[src/rtl/bridge_gate_drv_pkg.sv]
// Shared types and timing helpers for the bridge gate-drive path.
package bridge_gate_drv_pkg;

  typedef enum logic [2:0] {
    IDLE  = 3'd0,
    ON_A  = 3'd1,
    ON_B  = 3'd2,
    DEAD  = 3'd3,
    FAULT = 3'd4
  } state_t;

  // Nanoseconds to clock cycles, rounded up so a minimum time is never shortened.
  function automatic int ns2cyc(input int ns, input int clk_mhz);
    return (ns * clk_mhz + 999) / 1000;
  endfunction

endpackage

[src/rtl/bridge_dead_cnt.sv]
// Loadable down-counter that stops at zero; used as the dead-time timer.
module bridge_dead_cnt #(
  parameter int W = 4
) (
  input  logic         clk,
  input  logic         rst_n,
  input  logic         i_load,
  input  logic [W-1:0] i_val,
  output logic         o_zero
);

  logic [W-1:0] r_cnt;

  always_ff @(posedge clk or negedge rst_n) begin
    if (!rst_n)              r_cnt <= '0;
    else if (i_load)         r_cnt <= i_val;
    else if (r_cnt != '0)    r_cnt <= r_cnt - 1'b1;
  end

  assign o_zero = (r_cnt == '0);

endmodule

[src/rtl/bridge_gate_drv.sv]
// Full-bridge gate drive: dead-time insertion between diagonal pairs,
// overlap and conduction-watchdog fault latch.
module bridge_gate_drv
  import bridge_gate_drv_pkg::*;
#(
  parameter int CLK_MHZ   = 100,
  parameter int DEAD_NS   = 100,
  parameter int MAX_ON_NS = 5000
) (
  input  logic clk,
  input  logic rst_n,
  input  logic in_p,
  input  logic in_n,
  input  logic fault_clr,
  output logic gate_a,
  output logic gate_b,
  output logic fault
);

  localparam int DEAD_CYC   = ns2cyc(DEAD_NS, CLK_MHZ);
  localparam int MAX_ON_CYC = ns2cyc(MAX_ON_NS, CLK_MHZ);
  localparam int ON_W       = $clog2(MAX_ON_CYC + 1);
  localparam int DW         = $clog2(DEAD_CYC + 1);

  generate
    if (DEAD_CYC < 1) begin : g_bad_dead
      $error("bridge_gate_drv: DEAD_CYC must be at least 1");
    end
    if (MAX_ON_CYC <= DEAD_CYC) begin : g_bad_max_on
      $error("bridge_gate_drv: MAX_ON_CYC must exceed DEAD_CYC");
    end
  endgenerate

  logic            r_req_p, r_req_n;
  state_t          r_state, w_nxt;
  logic [ON_W-1:0] r_on_cnt;
  logic            w_dead_load, w_dead_zero;

  always_ff @(posedge clk or negedge rst_n) begin
    if (!rst_n) begin
      r_req_p <= 1'b0;
      r_req_n <= 1'b0;
    end else begin
      r_req_p <= in_p;
      r_req_n <= in_n;
    end
  end

  always_comb begin
    w_nxt = r_state;
    case (r_state)
      IDLE: begin
        if (r_req_p && !r_req_n)      w_nxt = ON_A;
        else if (!r_req_p && r_req_n) w_nxt = ON_B;
      end
      ON_A: begin
        if (!r_req_p)                               w_nxt = DEAD;
        else if (r_on_cnt == ON_W'(MAX_ON_CYC))     w_nxt = FAULT;
      end
      ON_B: begin
        if (!r_req_n)                               w_nxt = DEAD;
        else if (r_on_cnt == ON_W'(MAX_ON_CYC))     w_nxt = FAULT;
      end
      DEAD: begin
        // Target is picked only when the timer expires, so late requests still wait it out.
        if (w_dead_zero) begin
          if (r_req_p)      w_nxt = ON_A;
          else if (r_req_n) w_nxt = ON_B;
          else              w_nxt = IDLE;
        end
      end
      FAULT: begin
        if (fault_clr && !r_req_p && !r_req_n) w_nxt = DEAD;
      end
      default: w_nxt = IDLE;
    endcase
    // Shoot-through request beats every other transition, watchdog included.
    if (r_req_p && r_req_n) w_nxt = FAULT;
  end

  assign w_dead_load = (w_nxt == DEAD) && (r_state != DEAD);

  bridge_dead_cnt #(.W(DW)) u_dead_cnt (
    .clk    (clk),
    .rst_n  (rst_n),
    .i_load (w_dead_load),
    .i_val  (DW'(DEAD_CYC - 1)),
    .o_zero (w_dead_zero)
  );

  always_ff @(posedge clk or negedge rst_n) begin
    if (!rst_n) begin
      r_state  <= IDLE;
      r_on_cnt <= '0;
      gate_a   <= 1'b0;
      gate_b   <= 1'b0;
      fault    <= 1'b0;
    end else begin
      r_state <= w_nxt;
      if (w_nxt == ON_A || w_nxt == ON_B)
        r_on_cnt <= (w_nxt == r_state) ? r_on_cnt + 1'b1 : ON_W'(1);
      else
        r_on_cnt <= '0;
      gate_a <= (w_nxt == ON_A);
      gate_b <= (w_nxt == ON_B);
      fault  <= (w_nxt == FAULT);
    end
  end

endmodule

[config.mk]
export PLATFORM = sky130hd
export DESIGN_NAME = bridge_gate_drv
export DESIGN_NICKNAME = d
export VERILOG_FILES = /design/src/rtl/bridge_gate_drv_pkg.sv /design/src/rtl/bridge_dead_cnt.sv /design/src/rtl/bridge_gate_drv.sv
export SDC_FILE = /design/constraint.sdc
export NUM_CORES = 1
export LEC_CHECK = 0
export CAP_MARGIN = 20
export CORE_MARGIN = 2
export CORE_UTILIZATION = 53
export DETAILED_ROUTE_END_ITERATION = 8
export PLACE_DENSITY = 0.77
export REMOVE_ABC_BUFFERS = 1
export SETUP_SLACK_MARGIN = 0.15
export SYNTH_ARGS = -nofsm -noshare
export SYNTH_HDL_FRONTEND = slang
export SYNTH_SLANG_ARGS = --single-unit
[constraint.sdc]
create_clock -name clk -period 2.1 [get_ports clk]
set_input_delay 0.525 -clock clk [delete_from_list [all_inputs] [get_ports clk]]
set_output_delay 0.525 -clock clk [all_outputs]
set_load 0.03 [all_outputs]
# Word level (Yosys, flattened, before mapping)

Index checks and enable logic that the tools add are counted.

Output and inout port bits: 3
Input bits: 5
Logic and storage cells: 49
Register bits after elaboration: 21

Mux-type cells: 15
Equality and inequality tests: 11
Add/subtract/negate cells: 2
Reduce and logical (&&, ||, !) cells: 13

Operators by type and width:

| operator                                               | number |
|---|---|
| two-way mux 3 bit                                      | 8 |
| two-way mux 9 bit                                      | 2 |
| one-hot mux 3 bit (5 select lines)                     | 1 |
| equality test 3 x 2 -> 1 bit (second input constant)   | 4 |
| adder 9 x 1 -> 9 bit (second input constant)           | 1 |
| equality test 9 bit (second input constant)            | 1 |
| two-way mux 4 bit                                      | 2 |
| equality test 3 x 1 -> 1 bit (second input constant)   | 2 |
| equality test 3 bit (second input constant)            | 2 |
| logical AND 1 bit                                      | 6 |
| zero test 4 bit                                        | 1 |
| two-way mux 2 bit                                      | 2 |
| nonzero test 4 bit                                     | 1 |
| subtractor 4 x 1 -> 4 bit (second input constant)      | 1 |
| equality test 3 bit                                    | 1 |
| zero test 3 bit                                        | 1 |
| inequality test 3 x 2 -> 1 bit (second input constant) | 1 |
| zero test 1 bit                                        | 2 |
| nonzero test 2 bit                                     | 1 |
| logical OR 1 bit                                       | 1 |

# Depth between registers and ports, before layout

Gate-level depths: netlist of run 1.

Depth in word-level cells: 9
Gate-level depth with buffers: 7
Mapped depth without buffers: 7

# Cells and area by module

From an unflattened synthesis of run 1, not the netlist that was laid out.

Cell total of the unflattened synthesis: 158
Area total of the unflattened synthesis: 1445.1 um2

Modules (own cells, without submodules):

| module          | instances | area an instance (um2) | cells each | sequential area each (um2) |
|---|---|---|---|---|
| bridge_gate_drv | 1         | 1211.2                 | 136        | 425.4 |
| bridge_dead_cnt | 1         | 234.0                  | 22         | 100.1 |

# Worst setup path after synthesis of run 1

No wires, ideal clock.

Kind: reg-to-reg
From: register u_dead_cnt.r_cnt[0]
To: register r_on_cnt[1]
Path slack: 210 ps
Cell stages (with the launch flop): 8
Data required time: 1961 ps
Library setup time: 139 ps
Buffers on the path: 0
Clock period less this slack: 1890 ps
Arrival: 1750 ps
Cell sequence: dfrtp_1 -> inv_1 -> ha_1 -> or3b_1 -> nor3b_2 -> o32ai_2 -> xnor2_2 -> nor4_1

Word-level cells in the longest chain between the ends: 7
Elaborated cells on any way between the ends: 10
Those cells by class: eq/ne: 3; mux: 5; reduce/logical: 2

Ends and longest elaborated chain:

| element                                               | RTL line                                       | RTL |
|---|---|---|
| start: declaration                                    | bridge_dead_cnt.sv:12                          | `logic [W-1:0] r_cnt;` |
| start signal: assignment                              | bridge_dead_cnt.sv:16                          | `else if (i_load) r_cnt <= i_val;` |
| start signal: assignment                              | bridge_dead_cnt.sv:17                          | `else if (r_cnt != '0) r_cnt <= r_cnt - 1'b1;` |
| zero test 4 bit *                                     | bridge_dead_cnt.sv:20                          | `assign o_zero = (r_cnt == '0);` |
| two-way mux 3 bit *                                   | bridge_gate_drv.sv:66                          | `if (w_dead_zero) begin` |
| one-hot mux 3 bit (5 select lines) *                  | bridge_gate_drv.sv:51                          | `case (r_state)` |
| two-way mux 3 bit *                                   | bridge_gate_drv.sv:78                          | `if (r_req_p && r_req_n) w_nxt = FAULT;` |
| equality test 3 bit, or another cell as far along     | bridge_gate_drv.sv:101                         | `r_on_cnt <= (w_nxt == r_state) ? r_on_cnt + 1'b1 : ON_W'(1);` |
| two-way mux 9 bit or logical OR 1 bit (tied branches) | bridge_gate_drv.sv:101, bridge_gate_drv.sv:100 |  |
| two-way mux 9 bit *                                   | bridge_gate_drv.sv:100                         | `if (w_nxt == ON_A \|\| w_nxt == ON_B)` |
| end signal: assignment                                | bridge_gate_drv.sv:101                         |  |
| end: declaration                                      | bridge_gate_drv.sv:36                          | `logic [ON_W-1:0] r_on_cnt;` |

Every way passes the cells marked *; elsewhere a longest branch is shown, timed or not.
A chain may end at the register's enable or synchronous reset.

# Worst setup path after layout of run 1

From: register r_on_cnt[1]
To: register r_on_cnt[0]

Word-level cells in the longest chain between the ends: 8
Elaborated cells on any way between the ends: 12
Those cells by class: eq/ne: 4; mux: 7; reduce/logical: 1

Ends and longest elaborated chain:

| element                                               | RTL line |
|---|---|
| equality test 9 bit *                                 | bridge_gate_drv.sv:58, bridge_gate_drv.sv:62 |
| two-way mux 3 bit *                                   | bridge_gate_drv.sv:58, bridge_gate_drv.sv:62 |
| two-way mux 3 bit (on tied branches)                  | bridge_gate_drv.sv:61, bridge_gate_drv.sv:57 |
| one-hot mux 3 bit (5 select lines) *                  | bridge_gate_drv.sv:51 |
| two-way mux 3 bit *                                   | bridge_gate_drv.sv:78 |
| equality test 3 bit, or another cell as far along     | bridge_gate_drv.sv:101 |
| two-way mux 9 bit or logical OR 1 bit (tied branches) | bridge_gate_drv.sv:101, bridge_gate_drv.sv:100 |
| two-way mux 9 bit *                                   | bridge_gate_drv.sv:100 |

Marked as above.

==> results of run 1 <==
critical path, stage by stage (launching register included):
cell and delay (ns):
dfrtp_1 0.41, inv_1 0.10, ha_4 0.14, nand4b_4 0.12
or3_4 0.37, a31oi_4 0.27, xnor2_4 0.16, o311a_1 0.35
registers in the layout, indices dropped and copies added (netlist names):
register / count
fault: 1
gate_a: 1
gate_b: 1
r_on_cnt: 9
r_req_n: 1
r_req_p: 1
r_state: 3
u_dead_cnt.r_cnt: 4
kinds of logic after synthesis:
family | share of synthesized area
XOR/XNOR | 0.0849
buffers and inverters | 0.0439
AND/OR/NAND/NOR | 0.256
adder cells (fa/ha/maj) | 0.0286
flip-flops | 0.401
AO/OA/AOI/OAI | 0.186
cell usage in the layout, fill, tap and decap left out, drive strengths merged, types with 2 or more instances in the layout:
cell type,netlist,routed
nand3,2,2
dfrtp,21,21
nor3,2,2
o22ai,4,4
ha,3,3
nor4,8,8
clkbuf,1,3
a21oi,2,2
or3,2,2
and3,3,3
nor2b,2,2
clkdlybuf4s50,0,7
a31oi,3,3
inv,6,6
o21ai,3,3
buf,5,28
nor2,9,9
nand2b,6,6
and2,2,2
nand2,12,12
xor2,5,5
nor3b,2,2
a211oi,2,2
xnor2,6,7
a222oi,2,2
power groups by stage:
| stage | clock, mW | combinational, mW | sequential [mW] |
|---|---|---|---|
| floorplan | 0 | 0.663 | 0.646 |
| global placement | 0 | 1.02 | 0.595 |
| detailed placement | 0 | 1.05 | 0.601 |
| CTS | 0.202 | 1.57 | 0.590 |
| global route | 0.223 | 1.82 | 0.608 |
| finish | 0.199 | 1.68 | 0.596 |
cell type report:
| cell class | count | area (sq um) | area share |
|---|---|---|---|
| repair buffers | 35 | 297 | 0.162 |
| multi-input cells | 97 | 911 | 0.498 |
| well taps | 30 | 37.5 | 0.0205 |
| clock buffers | 3 | 22.5 | 0.0123 |
| inverters | 7 | 26.3 | 0.0144 |
| flip-flops and latches | 21 | 528 | 0.289 |
| clock inverters | 1 | 7.51 | 0.00410 |
layer usage:
layer	vias to the layer above	part of all wire	wire [um]	global-route usage
met2	26	0.52	1500	0.396
met3	5	0.021	62	0.0278
li1	542	-	-	-
met1	546	0.44	1280	0.280
met5	-	0	0	0
met4	0	0.016	46	0.0983
path summary, 6_finish.rpt:
kind | slack [ns] | depth (start not counted) | to
setup / recovery | 0.09 | 7 | r_on_cnt[0]$_DFF_PN0_
hold / removal | 0.54 | 2 | gate_b$_DFF_PN0_
setup reg to reg | 0.09 | 7 | r_on_cnt[0]$_DFF_PN0_
hold reg to reg | 0.64 | 1 | u_dead_cnt.r_cnt[3]$_DFFE_PN0P_
max in group asynchronous | 1.34 | 2 | r_req_p$_DFF_PN0_
min in group clk | 0.64 | 1 | r_req_p$_DFF_PN0_
metrics by stage:
step / TNS [ns] / util
after CTS: 0 / 0.737
after global routing: -0.00387 / 0.759
after global placement: -0.649 / 0.623
after floorplan: 0 / -
final: 0 / 0.759
after detailed placement: -1.01 / 0.623
what timing repair did:
item	CTS	global route
buffers inserted	8	5
pin swaps	13	1
gates resized for setup	29	2
endpoints found under the setup margin	9	10
cloned	1	0
==> key figures, run 1 <==
Setup path
  – Crit path max fanout: 5
  – Worst r2r src: r_on_cnt[1]$_DFF_PN0_
  – Crit path launch type: flip-flop
  – Setup CP Type: reg2reg
  – Worst path required time: 2.31 ns
  – CP startpoint: r_on_cnt[1]$_DFF_PN0_
  – Crit end category: flip-flop
  – Critical Path AT: 2.23 ns

STA
  – # setup viols final: 0
  – Worst Tran Pin Value: around 0.41 ns
  – Final Max Slew Viols: 0
  – Setup Skew: 0.0107 ns
  – Final WS setup: 0.0871 ns
  – Min Hold Slack: 0.536 ns
  – Final hold viol count: 0
  – Final period util: 0.959
  – Worst slew margin: 0.724
  – RSZ-0062 raised after global routing: true
  – Fmax achieved: roughly 500 MHz
  – Fin crit period: between 2 and 2.5 ns

Logic synthesis
  – Syn_area_per_cell: just over 10 sq um
  – Most common cell in the synthesized netlist: dfrtp_1
  – Synth top area share: 0.401
  – Largest cells by area after synthesis: dfrtp_1, nor4_1, nand2_1
  – Primary FF master, synth: dfrtp_1
  – EDFF count, synth: 0
  – Synth cell count leaders: dfrtp_1, nand2_1, nor2_1, nor4_1
  – Synthesized flop and latch total: 21
  – Post-synthesis instance total: 130
  – Async SR Flop Fraction: 1.00
  – Post-synth top area cell: dfrtp_1
  – Post-Syn Area: roughly 1300 sq um
  – YS warnings: 0
  – Distinct cells, synth: 47
  – Sequential fraction of the synthesis area: 0.401

Placed design
  – Post-DP Area: 1500 sq um
  – RD Place Congestion: 0.847
  – Port buffer count: 7
  – Placed Instances: 176
  – Pre-CTS setup slack: -0.173 ns
  – Post-DP HPWL: 1.83 mm

Floorplan
  – Initial core utilization: 0.544
  – Horiz. Die Dim: roughly 54 um
  – # rows: 18
  – Core region area: 2410 sq um
  – Die Y: 53.7 um
  – Io pins: 8
  – Die area: 2890 sq um

GRT
  – GRT Util Overall: 0.227
  – Largest net degree at the start of global routing: 22
  – Vias in the first global route: ~1100
  – First-pass GRT wire length: 4.65 mm
  – Initial antenna violation count: 0
  – Grt ovf: 0

Power
  – Net Sw Frac: 0.440
  – Sw power: ~1.1 mW
  – Lkg Pwr: 0.759 nW
  – Comb pwr share: 0.679
  – Seq pwr share: 0.240
  – Pwr Density: roughly 1400 nW/um^2
  – Overall power: 2.48 mW
  – Max VDD drop: ~0.9 mV
  – Clock power share: 0.080
  – Int Pwr: 1.39 mW

Min path
  – Type of the worst min-delay path: in2async

Routing
  – Vias per cell: about 5.8
  – WL final: 2.89 mm
  – Detailed Routing Iterations Pass 1: 5
  – Vias: 1119
  – Average wire per cell in the routed design: 14.9 um
  – ANT nets after route: 0
  – DRC Markers: 0
  – Initial DRC Count: 26

Flow run
  – Max-cap violations: 0

Cells and area
  – Final #Nets: 173
  – Antenna diodes: 0
  – # fillers: 153
  – Area growth, synth to finish: 39.5%
  – Layout Cells excl Fill: 194
  – Layout cells sized above 1: 0.409
  – Post-route cell area: between 1500 and 2000 sq um

CTS
  – Clk Latency, worst-skew pair: around 0.31 ns
  – CTS tree: built
  – CTS clock-pin slew for the worst setup and hold paths: 0.12 ns
  – CTS buffer count: 3
  – H-tree levels: 1
  – Root buf cell: clkbuf_4
  – Clock Sinks: 21
  – Post-CTS Hold Fix Bufs: 0
  – Max clock buf depth: 2

Outcome
  – Status: finished clean
Note: power is estimated with default switching activity, not from simulation.
==> run 2, diff against run 1 <==
--- a/config.mk
+++ b/config.mk
@@ -9,7 +9,7 @@
 export CORE_MARGIN = 2
 export CORE_UTILIZATION = 53
 export DETAILED_ROUTE_END_ITERATION = 8
-export PLACE_DENSITY = 0.77
+export PLACE_DENSITY = 0.72
 export REMOVE_ABC_BUFFERS = 1
 export SETUP_SLACK_MARGIN = 0.15
 export SYNTH_ARGS = -nofsm -noshare
==> run 2 against run 1 <==
Worst hold slack better by 0.0035 ns. Die area unchanged. Clock power barely moved. Routed wire length up 5.2%. Core utilization shrank 2.9 points. Sequential share of layout area grew 1.1 points. Highest routed layer unchanged. Clock-buffer cell count unchanged. Combinational power decreased by 8%. Maximum frequency is 0.84% lower. Worst setup slack lost 0.017 ns. Critical path type unchanged. Non-clock buffer count decreased by 4.
==> key figures, run 2 (synthesized netlist as in run 1, its figures left out) <==
Setup path
  – Worst path required time: 2.32 ns (about the same)
  – Largest stage delay, worst path: 0.41 ns (about the same)
  – Critical-path cell list: inv_2, ha_4, or3b_4, nor3b_4, buf_6, o32ai_4, xnor2_4, nor4_2
  – Crit end category: flip-flop
  – CP bufs+invs: 2 (+1)
  – Crit path max-delay family: simple AND/OR/NAND/NOR gates
  – Worst r2r src: u_dead_cnt.r_cnt[1]$_DFFE_PN0P_
  – Setup CP Type: reg2reg
  – CP max stage cell: dfrtp_1
  – R2R depth: 8 (+1)
  – Worst flop-to-flop path endpoint: r_on_cnt[3]$_DFF_PN0_
  – Crit path launch type: flip-flop
  – Crit path max fanout: 8 (+3)
  – Critical Path AT: 2.25 ns (+0.02 ns)
  – R2r setup slk: 0.07 ns (-0.02 ns)

CTS
  – Root buf cell: clkbuf_4
  – CTS buffer count: 3 (unchanged)
  – CTS clock-pin slew for the worst setup and hold paths: 0.12 ns (about the same)
  – Clk Latency, worst-skew pair: 0.31 ns (about the same)
  – H-tree levels: 1 (unchanged)
  – Clock Sinks: 21 (unchanged)
  – CTS tree: built
  – Max clock buf depth: 2 (unchanged)

Power
  – Seq pwr share: 0.253 (+0.013)
  – Max VDD drop: 1.14 mV (+26%)
  – Clock power share: 0.085 (+0.005)
  – Pwr Density: 1320 nW/um^2 (-2.6%)
  – Sw power: 1.00 mW (-8.5%)
  – Lkg Pwr: 0.743 nW (-2.2%)
  – Comb pwr share: 0.662 (-0.017)
  – Net Sw Frac: 0.430 (-0.0102)
  – Int Pwr: 1.32 mW (-4.6%)

STA
  – RSZ-0062 raised after global routing: true
  – Setup Skew: 0.0108 ns (+0.0000487 ns)
  – Worst slew margin: 0.577 (-0.147)
  – # setup viols final: 0 (unchanged)
  – Sum of negative setup slack: 0 ns (unchanged)
  – Final period util: 0.967 (+0.00814)
  – Worst Tran Pin Value: 0.630 ns (+0.218 ns)
  – Fin crit period: 2.03 ns (+0.0171 ns)
  – Fmax achieved: 493 MHz (-0.84%)
  – Final Max Slew Viols: 0 (unchanged)
  – Final hold viol count: 0 (unchanged)

Cells and area
  – Most flop-heavy register: r_on_cnt
  – Commonest non-fill, non-tap cells in the layout: buf_4, dfrtp_1, nand2_1
  – Layout cells sized above 1: 0.360 (-0.0483)
  – Most common cell after layout, fill and taps aside: buf_4
  – Final #Nets: 170 (-1.7%)
  – Largest register FFs: 9 (unchanged)
  – Post-route cell area: 1760 sq um (-3.8%)
  – Area growth, synth to finish: 34.2%
  – Final Util: 0.730 (-0.0291)
  – # fillers: 179 (+17%)
  – Biggest registers after layout: r_on_cnt (9), u_dead_cnt.r_cnt (4), r_state (3)
  – Antenna diodes: 0 (unchanged)

Floorplan
  – Horiz. Die Dim: 53.7 um (unchanged)
  – Initial core utilization: 0.544 (unchanged)
  – Io pins: 8 (unchanged)
  – Core region area: 2410 sq um (unchanged)
  – Die area: 2890 sq um (unchanged)
  – # rows: 18 (unchanged)
  – Die Y: 53.7 um (unchanged)

Placed design
  – RD Place Congestion: 0.887 (+4.7%)
  – Port buffer count: 7 (unchanged)
  – Post-DP HPWL: 1.91 mm (+4.6%)
  – Post-DP Area: 1520 sq um (+1.0%)

Routing
  – WL final: 3.04 mm (+5.2%)
  – Vias per cell: 5.80 (+0.57%)
  – Initial DRC Count: 22 (-15%)
  – ANT nets after route: 0 (unchanged)
  – Vias: 1108 (-0.98%)
  – DRC Markers: 0 (unchanged)
  – Average wire per cell in the routed design: 15.9 um (+6.9%)
  – Detailed Routing Iterations Pass 1: 5 (unchanged)

Min path
  – Type of the worst min-delay path: in2async

GRT
  – Grt ovf: 0 (unchanged)
  – First-pass GRT wire length: 4.74 mm (+1.9%)
  – Largest net degree at the start of global routing: 22 (unchanged)
  – Initial antenna violation count: 0 (unchanged)
  – GRT Util Overall: 0.237 (+0.00977)
  – Vias in the first global route: 1090 (+1.4%)

Flow run
  – Max-cap violations: 0 (unchanged)

Outcome
  – Status: finished clean
[run 2: cell count changes in the layout (fill, tap and decap cells not counted), sizes merged]
cell / previous run / this run
o22ai: 4 / 5
clkinvlp: 1 / 0
buf: 28 / 24
clkinv: 1 / 2
[run 2: layout make-up]
class	instances	area, sq um	area share
clock buffers	3	22.5	0.0128
clock inverters	1	5.00	0.00284
inverters	7	26.3	0.0149
multi-input cells	98	883	0.502
flip-flops and latches	21	527	0.299
well taps	30	37.5	0.0213
repair buffers	31	258	0.147
[run 2: how the worst max path moves through the flow]
stage / endpoint / slack, ns / depth (start not counted) / startpoint
global route: r_on_cnt[1]$_DFF_PN0_ / -0.03 / 8 / u_dead_cnt.r_cnt[1]$_DFFE_PN0P_
global placement: r_on_cnt[0]$_DFF_PN0_ / -0.14 / 6 / fault_clr
finish: r_on_cnt[3]$_DFF_PN0_ / 0.07 / 8 / u_dead_cnt.r_cnt[1]$_DFFE_PN0P_
CTS: r_on_cnt[0]$_DFF_PN0_ / 0.13 / 9 / u_dead_cnt.r_cnt[1]$_DFFE_PN0P_
detailed placement: r_on_cnt[0]$_DFF_PN0_ / -0.19 / 6 / fault_clr
floorplan: r_on_cnt[1]$_DFF_PN0_ / 0.21 / 7 / u_dead_cnt.r_cnt[0]$_DFFE_PN0P_
[run 2: metrics by stage]
| step | hold WS [ns] | setup slack, ns | cells | total power, mW |
|---|---|---|---|---|
| 2_1_floorplan | 0.229 | 0.210 | 124 | 1.31 |
| 3_3_place_gp | 0.555 | -0.141 | 178 | 1.64 |
| 3_5_place_dp | 0.565 | -0.194 | 178 | 1.68 |
| 4_1_cts | 0.555 | 0.127 | 189 | 2.22 |
| 5_1_grt | 0.559 | -0.0278 | 191 | 2.47 |
| 6_report | 0.540 | 0.0700 | 191 | 2.32 |
[run 2: what timing repair did]
item,in CTS,in global routing
gates resized for setup,18,6
hold buffers,0,0
cloned,1,1
setup endpoints to repair,9,10
pin swaps,15,5
setup buffers,6,1
[run 2: worst reg2reg max path, delay by kind of cell, from the launching register on]
kind | cells | cell delay [ns]
AOI/OAI and AO/OA | 1 | 0.12
adders and majority gates | 1 | 0.13
buffers and inverters | 2 | 0.20
and+or+nand+nor | 3 | 0.86
xor gates and xnor gates | 1 | 0.22
DFF | 1 | 0.41
[run 2: layer usage]
layer	track usage	up-vias	wire length [um]
met3	0.0278	4	83
met1	0.270	543	1290
met4	0.132	0	61
li1	-	544	-
met2	0.425	17	1600
met5	0	-	0
[run 2: power groups by stage]
stage / clock, mW / sequential (mW) / combinational, mW
2_1_floorplan: 0 / 0.646 / 0.663
5_1_grt: 0.220 / 0.601 / 1.65
6_report: 0.197 / 0.588 / 1.54
4_1_cts: 0.202 / 0.585 / 1.43
3_3_place_gp: 0 / 0.586 / 1.05
3_5_place_dp: 0 / 0.588 / 1.09
==> run 3, diff against run 2 <==
--- a/config.mk
+++ b/config.mk
@@ -15,3 +15,4 @@
 export SYNTH_ARGS = -nofsm -noshare
 export SYNTH_HDL_FRONTEND = slang
 export SYNTH_SLANG_ARGS = --single-unit
+export TNS_END_PERCENT = 20
==> run 3 against run 2 <==
Flip-flop and latch count stayed put. Critical endpoint is now r_on_cnt[0]$_DFF_PN0_. Clock-buffer cell count stayed put. Clock skew is 0.0063 ns lower. Sequential share of layout area is 1.3 points higher. Highest routed layer unchanged. Sequential power is 1% higher. Core utilization is 3.2 points lower. Cell area is 4.3% lower. Worst setup slack better by 0.010 ns. Routed wire length is 9.2% lower.
==> key figures, run 3 (synthesized netlist as in run 1, its figures left out) <==
Outcome
  – Status: finished clean

Setup path
  – Worst path required time: 2.31 ns (about the same)
  – Largest stage delay, worst path: 0.42 ns (about the same)
  – CP max stage cell: a2111oi_1
  – Critical-path cell list: inv_1, ha_1, nand4b_2, nor3_2, a2111oi_1, buf_4, o22ai_4, o311a_1
  – Critical Path AT: 2.23 ns (-0.02 ns)
  – Setup CP Type: reg2reg
  – Crit end category: flip-flop
  – Crit path launch type: flip-flop
  – Crit path max fanout: 9 (+1)

Cells and area
  – Final #Nets: 166 (-2.4%)
  – Area growth, synth to finish: 28.3%
  – Antenna diodes: 0 (unchanged)
  – Commonest non-fill, non-tap cells in the layout: dfrtp_1, buf_4, nand2_1
  – Most common cell after layout, fill and taps aside: dfrtp_1
  – Register area: 526 sq um (-0.24%)
  – Biggest registers after layout: r_on_cnt (9), u_dead_cnt.r_cnt (4), r_state (3)
  – Largest register FFs: 9 (unchanged)
  – Multi-input gate area: 823 sq um (-6.8%)
  – Layout cells sized above 1: 0.312 (-0.0481)
  – Most flop-heavy register: r_on_cnt
  – Final Util: 0.698 (-0.0317)
  – # fillers: 188 (+5.0%)

GRT
  – GRT Util Overall: 0.223 (-0.0137)
  – Grt ovf: 0 (unchanged)
  – Vias in the first global route: 1057 (-3.0%)
  – First-pass GRT wire length: 4.49 mm (-5.4%)
  – Initial antenna violation count: 0 (unchanged)
  – Largest net degree at the start of global routing: 22 (unchanged)

CTS
  – CTS clock-pin slew for the worst setup and hold paths: 0.12 ns (about the same)
  – Max clock buf depth: 2 (unchanged)
  – CTS buffer count: 3 (unchanged)
  – Post-CTS Hold Fix Bufs: 0 (unchanged)
  – CTS tree: built
  – Clock Sinks: 21 (unchanged)
  – Root buf cell: clkbuf_4
  – Clk Latency, worst-skew pair: 0.31 ns (about the same)
  – H-tree levels: 1 (unchanged)

Placed design
  – RD Place Congestion: 0.887 (unchanged)
  – Post-DP HPWL: 1.91 mm (unchanged)
  – Port buffer count: 7 (unchanged)
  – Pre-CTS setup slack: -0.194 ns (unchanged)

Floorplan
  – Initial core utilization: 0.544 (unchanged)
  – Core region area: 2410 sq um (unchanged)
  – Horiz. Die Dim: 53.7 um (unchanged)
  – Io pins: 8 (unchanged)
  – Die area: 2890 sq um (unchanged)
  – Die Y: 53.7 um (unchanged)
  – # rows: 18 (unchanged)

Power
  – Pwr Density: 1290 nW/um^2 (-2.4%)
  – Overall power: 2.17 mW (-6.6%)
  – Lkg Pwr: 0.714 nW (-3.9%)
  – Max VDD drop: 1.13 mV (-1.2%)

STA
  – Final hold viol count: 0 (unchanged)
  – Final Max Slew Viols: 0 (unchanged)
  – Final period util: 0.962 (-0.00496)
  – Fmax achieved: 495 MHz (+0.52%)
  – Setup Skew: 0.00446 ns (-0.00631 ns)
  – Final WS setup: 0.0804 ns (+0.0104 ns)
  – # setup viols final: 0 (unchanged)
  – Worst slew margin: 0.703 (+0.126)
  – Worst Tran Pin Value: 0.445 ns (-0.185 ns)
  – Fin crit period: 2.02 ns (-0.0104 ns)
  – RSZ-0062 raised after global routing: true

Min path
  – Type of the worst min-delay path: in2async

Routing
  – Vias: 1056 (-4.7%)
  – WL final: 2.76 mm (-9.2%)
  – Initial DRC Count: 19 (-14%)
  – Average wire per cell in the routed design: 14.7 um (-7.3%)
  – Detailed Routing Iterations Pass 1: 4 (-1)
  – DRC Markers: 0 (unchanged)
  – Vias per cell: 5.65 (-2.7%)
  – ANT nets after route: 0 (unchanged)

Flow run
  – Max-cap violations: 0 (unchanged)
-- run 3: changes by cell type in the layout (fill, tap and decap cells not counted), sizes merged --
cell,previous run,this run
xnor2,7,6
buf,24,22
o22ai,5,4
-- run 3: worst paths after layout --
path	start	to	slack (ns)	cells after the start
max reg2reg	r_on_cnt[0]$_DFF_PN0_	r_on_cnt[0]$_DFF_PN0_	0.08	8
max	r_on_cnt[0]$_DFF_PN0_	r_on_cnt[0]$_DFF_PN0_	0.08	8
min in group clk	r_on_cnt[8]$_DFF_PN0_	r_on_cnt[8]$_DFF_PN0_	0.61	3
min reg2reg	r_on_cnt[8]$_DFF_PN0_	r_on_cnt[8]$_DFF_PN0_	0.61	3
min	rst_n	gate_b$_DFF_PN0_	0.54	2
max in group asynchronous	rst_n	fault$_DFF_PN0_	1.34	2
-- run 3: routing by layer --
metal,share of wire,GRT usage
met1,0.44,0.251
met3,0.026,0.0306
met5,0,0
met2,0.51,0.390
met4,0.022,0.145
-- run 3: metrics by stage --
stage,TNS (ns),instances,cell area (sq um),hold WS (ns)
after global placement,-0.659,178,1520,0.555
after global routing,-0.0292,187,1680,0.558
final,0,187,1680,0.545
after floorplan,0,124,1280,0.229
after CTS,0,186,1650,0.555
after detailed placement,-1.13,178,1520,0.565
-- run 3: power by group --
part / switching (mW) / leakage [nW] / internal [mW] / total [mW]
registers: 0.0946 / 0.272 / 0.502 / 0.596
logic: 0.691 / 0.424 / 0.684 / 1.38
clock network: 0.127 / 0.0177 / 0.0712 / 0.198
-- run 3: final cells by class --
type	instances	area share
Multi-Input combinational cell	96	0.489
Tap cell	30	0.0223
Timing Repair Buffer	29	0.144
Clock buffer	3	0.0134
Sequential cell	21	0.312
Inverter	7	0.0156
Clock inverter	1	0.00297
-- run 3: worst max-delay path: cells and delay by family (launching register included) --
family	cells	cell delay [ns]
flops	1	0.36
fa+ha+maj	1	0.21
compound gates	3	0.86
buf+inv	2	0.27
simple gates	2	0.22
-- run 3: what timing repair did --
item | CTS | global route
setup buffers | 4 | 1
resized for setup | 12 | 6
endpoints found under the hold margin | 0 | 0
endpoints found under the setup margin | 9 | 11
gates cloned | 0 | 0
pin swaps | 13 | 2
